==> config.mk <==
export PLATFORM = sky130hd
export DESIGN_NAME = xif_mem_responder_flat
export DESIGN_NICKNAME = d
export VERILOG_FILES = /design/src/rtl/xif_mem_responder_pkg.sv /design/src/rtl/xif_mem_responder_if.sv /design/src/rtl/xif_mem_responder_lane_align.sv /design/src/rtl/xif_mem_responder.sv /design/src/flat_wrapper.sv
export SDC_FILE = /design/constraint.sdc
export NUM_CORES = 1
export LEC_CHECK = 0
export CAP_MARGIN = 20
export CORE_MARGIN = 2
export CORE_UTILIZATION = 44
export DETAILED_ROUTE_END_ITERATION = 10
export PLACE_DENSITY = 0.83
export SLEW_MARGIN = 40
export SYNTH_ARGS = -nofsm -noshare
export SYNTH_HDL_FRONTEND = slang
export SYNTH_SLANG_ARGS = --single-unit
==> constraint.sdc <==
create_clock -name clk_i -period 2.9 [get_ports clk_i]
set_clock_uncertainty 0.15 [all_clocks]
set_input_delay 0.29 -clock clk_i [delete_from_list [all_inputs] [get_ports clk_i]]
set_output_delay 0.29 -clock clk_i [all_outputs]
set_load 0.1 [all_outputs]
==> src/rtl/xif_mem_responder_pkg.sv <==
// Shared types for the accelerator memory-channel responder: access size and request type.
package xif_mem_responder_pkg;

   typedef enum logic [1:0] {
      BYTE = 2'd0,
      HALF = 2'd1,
      WORD = 2'd2
   } mem_size_e;

   typedef enum logic {
      READ  = 1'b0,
      WRITE = 1'b1
   } mem_req_type_e;

endpackage

==> src/rtl/xif_mem_responder_if.sv <==
// Bundle of the cmem request/response channel, the LSU busy hint and the OBI data bus.
interface xif_mem_responder_if #(
   parameter int ADDR_WIDTH = 32,
   parameter int DATA_WIDTH = 32
);
   import xif_mem_responder_pkg::*;

   logic                  cmem_q_valid_i;
   logic                  cmem_q_ready_o;
   logic [ADDR_WIDTH-1:0] cmem_q_addr_i;
   logic [DATA_WIDTH-1:0] cmem_q_wdata_i;
   mem_size_e             cmem_q_size_i;
   mem_req_type_e         cmem_q_req_type_i;
   logic                  cmem_q_mode_i;
   logic                  cmem_q_spec_i;
   logic                  cmem_q_endoftransaction_i;

   logic                  cmem_p_valid_o;
   logic                  cmem_p_ready_i;
   logic [DATA_WIDTH-1:0] cmem_p_rdata_o;
   logic                  cmem_p_status_o;

   logic                  lsu_busy_i;

   logic                  data_req_o;
   logic                  data_gnt_i;
   logic [ADDR_WIDTH-1:0] data_addr_o;
   logic                  data_we_o;
   logic [3:0]            data_be_o;
   logic [DATA_WIDTH-1:0] data_wdata_o;
   logic                  data_rvalid_i;
   logic [DATA_WIDTH-1:0] data_rdata_i;
   logic                  data_err_i;

   modport slave (
      input  cmem_q_valid_i, cmem_q_addr_i, cmem_q_wdata_i, cmem_q_size_i, cmem_q_req_type_i,
             cmem_q_mode_i, cmem_q_spec_i, cmem_q_endoftransaction_i, cmem_p_ready_i, lsu_busy_i,
             data_gnt_i, data_rvalid_i, data_rdata_i, data_err_i,
      output cmem_q_ready_o, cmem_p_valid_o, cmem_p_rdata_o, cmem_p_status_o,
             data_req_o, data_addr_o, data_we_o, data_be_o, data_wdata_o
   );

   modport master (
      output cmem_q_valid_i, cmem_q_addr_i, cmem_q_wdata_i, cmem_q_size_i, cmem_q_req_type_i,
             cmem_q_mode_i, cmem_q_spec_i, cmem_q_endoftransaction_i, cmem_p_ready_i, lsu_busy_i,
             data_gnt_i, data_rvalid_i, data_rdata_i, data_err_i,
      input  cmem_q_ready_o, cmem_p_valid_o, cmem_p_rdata_o, cmem_p_status_o,
             data_req_o, data_addr_o, data_we_o, data_be_o, data_wdata_o
   );

endinterface

==> src/rtl/xif_mem_responder_lane_align.sv <==
// Byte-lane steering between an LSB-aligned cmem access and the 32-bit data bus.
module xif_mem_lane_align
   import xif_mem_responder_pkg::*;
(
   input  logic [1:0]  addr_off_i,
   input  mem_size_e   size_i,
   input  logic [31:0] wdata_i,
   input  logic [31:0] rdata_i,
   output logic [3:0]  be_o,
   output logic [31:0] wdata_o,
   output logic [31:0] rdata_o,
   output logic        misaligned_o
);

   logic [31:0] rdata_shifted;

   // Store data is replicated so every lane the byte enables may select carries it.
   always_comb begin
      rdata_shifted = rdata_i >> {addr_off_i, 3'b000};
      case (size_i)
         BYTE: begin
            be_o         = 4'b0001 << addr_off_i;
            wdata_o      = {4{wdata_i[7:0]}};
            rdata_o      = {24'h0, rdata_shifted[7:0]};
            misaligned_o = 1'b0;
         end
         HALF: begin
            be_o         = 4'b0011 << addr_off_i;
            wdata_o      = {2{wdata_i[15:0]}};
            rdata_o      = {16'h0, rdata_shifted[15:0]};
            misaligned_o = addr_off_i[0];
         end
         default: begin
            be_o         = 4'b1111;
            wdata_o      = wdata_i;
            rdata_o      = rdata_shifted;
            misaligned_o = |addr_off_i;
         end
      endcase
   end

endmodule

==> src/rtl/xif_mem_responder.sv <==
// Core-side cmem responder: one offloaded load/store at a time, turned into a single OBI transaction.
//
//   state | meaning
//   IDLE  | ready for a cmem request
//   REQ   | waiting for LSU to free the bus, then holding data_req_o until grant
//   WAIT  | granted, waiting for data_rvalid_i
//   RESP  | presenting cmem response until accepted
module xif_mem_responder
   import xif_mem_responder_pkg::*;
#(
   parameter int ADDR_WIDTH = 32,
   parameter int DATA_WIDTH = 32
) (
   input logic                clk_i,
   input logic                rst_ni,
   xif_mem_responder_if.slave bus_if
);

   typedef enum logic [1:0] {
      IDLE = 2'd0,
      REQ  = 2'd1,
      WAIT = 2'd2,
      RESP = 2'd3
   } state_e;

   state_e                state_q, state_d;
   logic [ADDR_WIDTH-1:0] addr_q, addr_d;
   logic [DATA_WIDTH-1:0] wdata_q, wdata_d;
   logic [DATA_WIDTH-1:0] rdata_q, rdata_d;
   mem_size_e             size_q, size_d;
   mem_req_type_e         type_q, type_d;
   logic                  status_q, status_d;
   logic                  req_q, req_d;

   logic [1:0]  lane_off;
   mem_size_e   lane_size;
   logic [3:0]  lane_be;
   logic [31:0] lane_wdata;
   logic [31:0] lane_rdata;
   logic        misaligned;
   logic        reject;

   // In IDLE the aligner looks at the incoming request so misalignment is known at handshake.
   always_comb begin
      lane_off  = addr_q[1:0];
      lane_size = size_q;
      if (state_q == IDLE) begin
         lane_off  = bus_if.cmem_q_addr_i[1:0];
         lane_size = bus_if.cmem_q_size_i;
      end
   end

   xif_mem_lane_align u_lane_align (
      .addr_off_i   (lane_off),
      .size_i       (lane_size),
      .wdata_i      (wdata_q),
      .rdata_i      (bus_if.data_rdata_i),
      .be_o         (lane_be),
      .wdata_o      (lane_wdata),
      .rdata_o      (lane_rdata),
      .misaligned_o (misaligned)
   );

   assign reject = misaligned | bus_if.cmem_q_mode_i | bus_if.cmem_q_spec_i |
                   ~bus_if.cmem_q_endoftransaction_i;

   always_ff @(posedge clk_i or negedge rst_ni) begin
      if (!rst_ni) state_q <= IDLE;
      else         state_q <= state_d;
   end

   always_comb begin
      state_d = state_q;
      case (state_q)
         IDLE: if (bus_if.cmem_q_valid_i) state_d = reject ? RESP : REQ;
         REQ:  if (req_q && bus_if.data_gnt_i) state_d = WAIT;
         WAIT: if (bus_if.data_rvalid_i) state_d = RESP;
         RESP: if (bus_if.cmem_p_ready_i) state_d = IDLE;
         default: state_d = IDLE;
      endcase
   end

   always_comb begin
      addr_d   = addr_q;
      wdata_d  = wdata_q;
      size_d   = size_q;
      type_d   = type_q;
      rdata_d  = rdata_q;
      status_d = status_q;
      req_d    = req_q;
      case (state_q)
         IDLE: begin
            if (bus_if.cmem_q_valid_i) begin
               addr_d   = bus_if.cmem_q_addr_i;
               wdata_d  = bus_if.cmem_q_wdata_i;
               size_d   = bus_if.cmem_q_size_i;
               type_d   = bus_if.cmem_q_req_type_i;
               rdata_d  = '0;
               status_d = reject;
               req_d    = ~reject & ~bus_if.lsu_busy_i;
            end
         end
         // Once raised, the request is held until granted regardless of lsu_busy_i.
         REQ: req_d = req_q ? ~bus_if.data_gnt_i : ~bus_if.lsu_busy_i;
         WAIT: begin
            if (bus_if.data_rvalid_i) begin
               rdata_d  = (type_q == READ) ? lane_rdata : '0;
               status_d = bus_if.data_err_i;
            end
         end
         RESP: begin
            if (bus_if.cmem_p_ready_i) begin
               rdata_d  = '0;
               status_d = 1'b0;
            end
         end
         default: ;
      endcase
   end

   always_ff @(posedge clk_i or negedge rst_ni) begin
      if (!rst_ni) begin
         addr_q   <= '0;
         wdata_q  <= '0;
         size_q   <= BYTE;
         type_q   <= READ;
         rdata_q  <= '0;
         status_q <= 1'b0;
         req_q    <= 1'b0;
      end else begin
         addr_q   <= addr_d;
         wdata_q  <= wdata_d;
         size_q   <= size_d;
         type_q   <= type_d;
         rdata_q  <= rdata_d;
         status_q <= status_d;
         req_q    <= req_d;
      end
   end

   always_comb begin
      bus_if.cmem_q_ready_o  = (state_q == IDLE);
      bus_if.cmem_p_valid_o  = (state_q == RESP);
      bus_if.cmem_p_rdata_o  = rdata_q;
      bus_if.cmem_p_status_o = status_q;
      bus_if.data_req_o      = req_q;
      bus_if.data_addr_o     = '0;
      bus_if.data_we_o       = 1'b0;
      bus_if.data_be_o       = 4'b0000;
      bus_if.data_wdata_o    = '0;
      if (req_q) begin
         bus_if.data_addr_o  = {addr_q[ADDR_WIDTH-1:2], 2'b00};
         bus_if.data_we_o    = (type_q == WRITE);
         bus_if.data_be_o    = lane_be;
         bus_if.data_wdata_o = lane_wdata;
      end
   end

endmodule
==> src/flat_wrapper.sv <==
// flat-port wrapper written by rule: the top's interface ports become plain ports
module xif_mem_responder_flat import xif_mem_responder_pkg::*;
#(
   parameter int ADDR_WIDTH = 32,
   parameter int DATA_WIDTH = 32
)
  (clk_i, rst_ni, bus_if_cmem_q_valid_i, bus_if_cmem_q_addr_i, bus_if_cmem_q_wdata_i, bus_if_cmem_q_size_i, bus_if_cmem_q_req_type_i, bus_if_cmem_q_mode_i, bus_if_cmem_q_spec_i, bus_if_cmem_q_endoftransaction_i, bus_if_cmem_p_ready_i, bus_if_lsu_busy_i, bus_if_data_gnt_i, bus_if_data_rvalid_i, bus_if_data_rdata_i, bus_if_data_err_i, bus_if_cmem_q_ready_o, bus_if_cmem_p_valid_o, bus_if_cmem_p_rdata_o, bus_if_cmem_p_status_o, bus_if_data_req_o, bus_if_data_addr_o, bus_if_data_we_o, bus_if_data_be_o, bus_if_data_wdata_o);
  xif_mem_responder_if #(.ADDR_WIDTH(ADDR_WIDTH), .DATA_WIDTH(DATA_WIDTH)) bus_if_i ();
  input logic clk_i;
  input logic rst_ni;
  input wire logic [$bits(bus_if_i.cmem_q_valid_i)-1:0] bus_if_cmem_q_valid_i;
  input wire logic [$bits(bus_if_i.cmem_q_addr_i)-1:0] bus_if_cmem_q_addr_i;
  input wire logic [$bits(bus_if_i.cmem_q_wdata_i)-1:0] bus_if_cmem_q_wdata_i;
  input wire logic [$bits(bus_if_i.cmem_q_size_i)-1:0] bus_if_cmem_q_size_i;
  input wire logic [$bits(bus_if_i.cmem_q_req_type_i)-1:0] bus_if_cmem_q_req_type_i;
  input wire logic [$bits(bus_if_i.cmem_q_mode_i)-1:0] bus_if_cmem_q_mode_i;
  input wire logic [$bits(bus_if_i.cmem_q_spec_i)-1:0] bus_if_cmem_q_spec_i;
  input wire logic [$bits(bus_if_i.cmem_q_endoftransaction_i)-1:0] bus_if_cmem_q_endoftransaction_i;
  input wire logic [$bits(bus_if_i.cmem_p_ready_i)-1:0] bus_if_cmem_p_ready_i;
  input wire logic [$bits(bus_if_i.lsu_busy_i)-1:0] bus_if_lsu_busy_i;
  input wire logic [$bits(bus_if_i.data_gnt_i)-1:0] bus_if_data_gnt_i;
  input wire logic [$bits(bus_if_i.data_rvalid_i)-1:0] bus_if_data_rvalid_i;
  input wire logic [$bits(bus_if_i.data_rdata_i)-1:0] bus_if_data_rdata_i;
  input wire logic [$bits(bus_if_i.data_err_i)-1:0] bus_if_data_err_i;
  output wire logic [$bits(bus_if_i.cmem_q_ready_o)-1:0] bus_if_cmem_q_ready_o;
  output wire logic [$bits(bus_if_i.cmem_p_valid_o)-1:0] bus_if_cmem_p_valid_o;
  output wire logic [$bits(bus_if_i.cmem_p_rdata_o)-1:0] bus_if_cmem_p_rdata_o;
  output wire logic [$bits(bus_if_i.cmem_p_status_o)-1:0] bus_if_cmem_p_status_o;
  output wire logic [$bits(bus_if_i.data_req_o)-1:0] bus_if_data_req_o;
  output wire logic [$bits(bus_if_i.data_addr_o)-1:0] bus_if_data_addr_o;
  output wire logic [$bits(bus_if_i.data_we_o)-1:0] bus_if_data_we_o;
  output wire logic [$bits(bus_if_i.data_be_o)-1:0] bus_if_data_be_o;
  output wire logic [$bits(bus_if_i.data_wdata_o)-1:0] bus_if_data_wdata_o;
  assign bus_if_i.cmem_q_valid_i = bus_if_cmem_q_valid_i;
  assign bus_if_i.cmem_q_addr_i = bus_if_cmem_q_addr_i;
  assign bus_if_i.cmem_q_wdata_i = bus_if_cmem_q_wdata_i;
  assign bus_if_i.cmem_q_size_i = bus_if_cmem_q_size_i;
  assign bus_if_i.cmem_q_req_type_i = bus_if_cmem_q_req_type_i;
  assign bus_if_i.cmem_q_mode_i = bus_if_cmem_q_mode_i;
  assign bus_if_i.cmem_q_spec_i = bus_if_cmem_q_spec_i;
  assign bus_if_i.cmem_q_endoftransaction_i = bus_if_cmem_q_endoftransaction_i;
  assign bus_if_i.cmem_p_ready_i = bus_if_cmem_p_ready_i;
  assign bus_if_i.lsu_busy_i = bus_if_lsu_busy_i;
  assign bus_if_i.data_gnt_i = bus_if_data_gnt_i;
  assign bus_if_i.data_rvalid_i = bus_if_data_rvalid_i;
  assign bus_if_i.data_rdata_i = bus_if_data_rdata_i;
  assign bus_if_i.data_err_i = bus_if_data_err_i;
  assign bus_if_cmem_q_ready_o = bus_if_i.cmem_q_ready_o;
  assign bus_if_cmem_p_valid_o = bus_if_i.cmem_p_valid_o;
  assign bus_if_cmem_p_rdata_o = bus_if_i.cmem_p_rdata_o;
  assign bus_if_cmem_p_status_o = bus_if_i.cmem_p_status_o;
  assign bus_if_data_req_o = bus_if_i.data_req_o;
  assign bus_if_data_addr_o = bus_if_i.data_addr_o;
  assign bus_if_data_we_o = bus_if_i.data_we_o;
  assign bus_if_data_be_o = bus_if_i.data_be_o;
  assign bus_if_data_wdata_o = bus_if_i.data_wdata_o;
  xif_mem_responder #(.ADDR_WIDTH(ADDR_WIDTH), .DATA_WIDTH(DATA_WIDTH)) u_core (.clk_i(clk_i), .rst_ni(rst_ni), .bus_if(bus_if_i));
endmodule
* Word level (Yosys, flattened, before mapping)
Index checks and enable logic that the tools add are counted.
** Word-level totals
- Logic and storage cells :: 65
- Input port bits :: 110
- Output and inout port bits :: 105
- Bits in registers :: 103
** Operators by class
- Equal/unequal tests :: 8
- Bitwise operators :: 8
- Shift-type cells :: 3
- Mux-type cells :: 28
- Reduce and logical (&&, ||, !) cells :: 10
** Operators with widths (number)
- 2-to-1 mux 32 bit :: 6
- one-hot mux 32 bit (2 select lines) :: 2
- one-hot mux 32 bit (3 select lines) :: 1
- >> shifter 32 x 5 -> 32 bit :: 1
- 2-to-1 mux 2 bit :: 7
- one-hot mux 2 bit (4 select lines) :: 1
- one-hot mux 4 bit (2 select lines) :: 1
- AND reduction 4 bit :: 2
- 2-to-1 mux 1 bit :: 6
- != test 2 bit (second input constant) :: 3
- == test 2 x 1 -> 1 bit (second input constant) :: 2
- == test 2 bit (second input constant) :: 2
- zero test 2 bit :: 2
- 2-to-1 mux 4 bit :: 1
- inverter 1 bit :: 4
- one-hot mux 1 bit (2 select lines) :: 2
- AND reduction 2 bit :: 2
- left shift 1 x 2 -> 4 bit (first input constant) :: 1
- left shift 2 x 2 -> 4 bit (first input constant) :: 1
- OR 1 bit :: 3
- one-hot mux 1 bit (3 select lines) :: 1
- nonzero test 3 bit :: 1
- != test 2 x 1 -> 1 bit (second input constant) :: 1
- nonzero test 2 bit :: 1
- 3 further kinds :: 3

* Longest topological paths before layout
- Depth after elaboration :: 11
- Depth in mapped cells :: 9
- Gate-level depth less buffers :: 6

* By module
Synthesis repeated with hierarchy kept, for this count alone.
** Unflattened totals
- Cells, all modules :: 550
- Area, all modules :: 5846.9 µm²
** By module, submodules not included
- xif_mem_responder :: area an instance 4735.8 µm², instances 1, cells each 392
- xif_mem_lane_align :: area an instance 1111.1 µm², instances 1, cells each 158

* Worst setup path before layout
No wires, ideal clock.
- Path kind :: register to output
- Start point :: register u_core.state_q[1]
- End point :: output bus_if_data_wdata_o[10]
- Required time :: 2.460 ns
- Slack :: -2.141 ns
- Buffers on the path :: 3
- Data arrival time :: 4.601 ns
- Cell stages (with the launch flop) :: 10
- Path through :: dfrtp_1 -> inv_1 -> ha_1 -> buf_6 -> mux2i_1 -> and2_1 -> buf_4 -> buf_2 -> nand2_1 -> a21boi_0
** Between the ends
- Cells in the longest elaborated chain, start to end :: 5
** Ends and longest elaborated chain
- from (decl) :: RTL line xif_mem_responder.sv:26 : state_e state_q, state_d;
- from (signal assigned) :: RTL line xif_mem_responder.sv:69 : else state_q <= state_d;
- zero test 2 bit (*)
- via bus_if_cmem_q_ready_o :: RTL line flat_wrapper.sv:25 : output wire logic [$bits(bus_if_i.cmem_q_ready_o)-1:0] bus_if_cmem_q_ready_o;
- 2-to-1 mux 2 bit (*) :: RTL line xif_mem_responder.sv:47 : if (state_q == IDLE) begin
- == test 2 x 1 -> 1 bit or zero test 2 bit (tied branches) :: RTL line xif_mem_responder_lane_align.sv:20 : case (size_i)
- one-hot mux 32 bit (2 select lines) (*) :: RTL line xif_mem_responder_lane_align.sv:20
- 2-to-1 mux 32 bit (*) :: RTL line xif_mem_responder.sv:151 : if (req_q) begin
- to (decl) :: RTL line flat_wrapper.sv:33 : output wire logic [$bits(bus_if_i.data_wdata_o)-1:0] bus_if_data_wdata_o;
Mark *: on every way through the listed nets, which the timed path passes. The rest lies on a longest branch.

* Final worst setup path
- Start point :: register u_core.state_q[0]
- End point :: output bus_if_data_wdata_o[10]
** Between the ends
- Cells in the longest elaborated chain, start to end :: 5
** Ends and longest elaborated chain (RTL line)
- zero test 2 bit (*) :: xif_mem_responder.sv:47
- 2-to-1 mux 2 bit (*) :: xif_mem_responder.sv:47
- == test 2 x 1 -> 1 bit or zero test 2 bit (tied branches) :: xif_mem_responder_lane_align.sv:20
- one-hot mux 32 bit (2 select lines) (*) :: xif_mem_responder_lane_align.sv:20
- 2-to-1 mux 32 bit (*) :: xif_mem_responder.sv:151
Every way passes the cells marked *; elsewhere a longest branch is shown, timed or not.

==> results.ini <==
[floorplan]
placement_rows = 40
core-area_um2 = 11900
initial_utilization = 0.447
die-height_um = 114
io-pin-count = 215
die_area_um2 = 12900
width_of_the_die_um = 114

[clock_tree]
cts_htree_levels = 3
cts.path.max_buffers = 2
clk_latency_ps = 350
cts_tree = done
clock_transition_time_at_the_flip_flop_clock_pins_of_the_worst_setup_and_hold_paths_ps = 70
cts.root.buffer_cell = clkbuf_16
numClockSinks = 103
cts_buffers = 9

[cells_and_area]
layout_cells_sized_above_1 = 0.368
mostFrequentLayoutCells = 108 x clkdlybuf4s50_1, 102 x dfrtp_1, 89 x buf_4, 70 x mux2_2, 56 x nand2_1
finalCoreUtilization = 0.698
area_growth_synth_to_finish_pct = 56.2
num_antenna_cells = 0
layout.cells.most_common = clkdlybuf4s50_1
nets = 783

[setup_path]
worst_setup_path_start_kind = flop
timing.setup.critical_path_class = reg -> out
critPathRequiredTime_ps = 2460
worst-r2r-cell-count = 7
critPathCaptureType = output port
crit_path_max_fanout = 9
worstPathArrival_ps = 2380

[flow_run]
drv.max_cap_violation_count = 0

[placed_design]
routabilityCongestion = 0.912
detailedPlace.worstSlack_ps = 243
hpwl_um = 12100
port-buffer-count = 212

[sta]
clock.fmax_mhz = 355
hold_violations = 0
drv_slew = 0
fin_crit_sh = 0.971
tns_ps = 0
fin_crit_ps = 2820
worst-slew-pin-transition_ps = 656
max-slew-margin-rel = 0.563
whs_ps = 337
grt_setup_unrepaired = false
finalSetupViolations = 0
fin_ws_ps = 83.7

[outcome]
run_status = finished, final reports clean

[grt]
globalRouteTotalUtil = 0.250
grt_pass1_vias = 4674
overflow = 0
grt_first_pass_wirelength_um = 24800
grt_start_max_net_pins = 67
grt_antenna_before_repair = 0

[drt]
vias_per_cell = 5.46
drt_iter0_drc = 239
detailedRoute.firstPassIterationCount = 4
drt.antenna.violating_nets = 0
drcViolationCount = 0
via_count = 4477
detail_route.wl_per_cell_um = 19.8
detail_route.wirelength_um = 16200

[logic_synthesis]
yosys_register_bits = 103
synthesis.instances = 459
synthesis.area_um2 = 5300
synth_warnings = 0
synth_seq_area_share = 0.487
proportion_of_synthesized_flip_flops_having_asynchronous_set_or_reset = 1.00
ys.flop_type = dfrtp_1
post_synth_num_cell_types = 42
avgSynthCellArea_um2 = 11.5
synth_enable_flop_cells = 0

[worst_hold_path]
hold_path_depth = 2
min_path_type = reg -> reg

worst max-delay path, cell delays in order (launching register included):
cell	delay, ps
dfrtp_1	430
inv_1	150
ha_4	230
mux2i_4	350
and2_2	340
nand2_1	140
a21boi_4	190
buf_12	190
cell families (layout without fill, tap and decap cells):
| group | count (synthesis) | count (layout) | synth area share |
|---|---|---|---|
| and+or+nand+nor | 130 | 130 | 0.133 |
| AOI/OAI and AO/OA | 76 | 76 | 0.111 |
| buffers and inverters | 38 | 251 | 0.0378 |
| muxes | 106 | 106 | 0.219 |
| other | 1 | 2 | 0.000708 |
| adders and majority gates | 5 | 5 | 0.0118 |
| DFF | 103 | 103 | 0.487 |
path summary, 6_finish.rpt:
| check | end | from | slack [ps] |
|---|---|---|---|
| min reg2reg | u_core.bus_if.cmem_p_rdata_o[17] | u_core.bus_if.cmem_p_rdata_o[17] | 340 |
| min | u_core.bus_if.cmem_p_rdata_o[17] | u_core.bus_if.cmem_p_rdata_o[17] | 340 |
| max | bus_if_data_wdata_o[10] | u_core.state_q[0] | 80 |
| min in group asynchronous | u_core.bus_if.cmem_p_rdata_o[25] | rst_ni | 350 |
| max reg2reg | u_core.bus_if.cmem_p_rdata_o[29] | u_core.state_q[0] | 340 |
| max in group asynchronous | u_core.addr_q[21] | rst_ni | 1480 |
sequential cells by signal (all words and copies together) (netlist names):
signal,count
u_core.size_q,2
u_core.type_q,1
u_core.bus_if.cmem_p_status_o,1
u_core.bus_if.data_req_o,1
u_core.bus_if.cmem_p_rdata_o,32
u_core.wdata_q,32
u_core.addr_q,32
u_core.state_q,2
metal layers:
metal | wire length [um] | share of wire | global-route usage | up-vias
met3 | 1580 | 0.098 | 0.0972 | 31
met2 | 7930 | 0.49 | 0.416 | 214
met1 | 6250 | 0.39 | 0.291 | 2186
li1 | - | - | - | 2046
met4 | 440 | 0.027 | 0.0984 | 0
met5 | 0 | 0 | 0 | -
metrics by stage:
step,instance area (um2),cells
floorplan,5520,460
CTS,8200,812
detailed placement,7880,795
global route,8270,820
global placement,7880,795
finish,8270,820
cell type report:
class | count | area, um2
clock inverters | 5 | 40.0
fillers | 843 | 3590
well taps | 147 | 184
inverters | 4 | 15.0
clock buffers | 11 | 253
flip-flops and latches | 103 | 2580
multi-input cells | 319 | 2790
repair buffers | 231 | 2410
synthesized netlist by cell type (6+ instances only):
cell type,count,area [um2]
nor3_1,11,55.1
mux2i_1,35,350
a221o_1,8,80.1
a21boi_0,16,120
buf_4,6,45.0
clkbuf_1,10,37.5
buf_2,10,50.1
dfrtp_1,103,2580
o21ai_0,14,70.1
mux2_2,70,788
and2_1,41,257
o211a_1,7,70.1
a22o_1,8,70.1
o221ai_1,8,70.1
nand2_1,59,221
timing repair:
item	CTS	global route
hold endpoints to repair	48	0
endpoints found under the setup margin	11	20
hold buffers	1	0
cloned	0	0
gates resized for setup	6	2
pin swaps	0	0
setup buffers	0	8
Power is left out: the tool's default activity adds up to more than one toggle a clock period on the data nets, which glitch-free logic cannot reach.
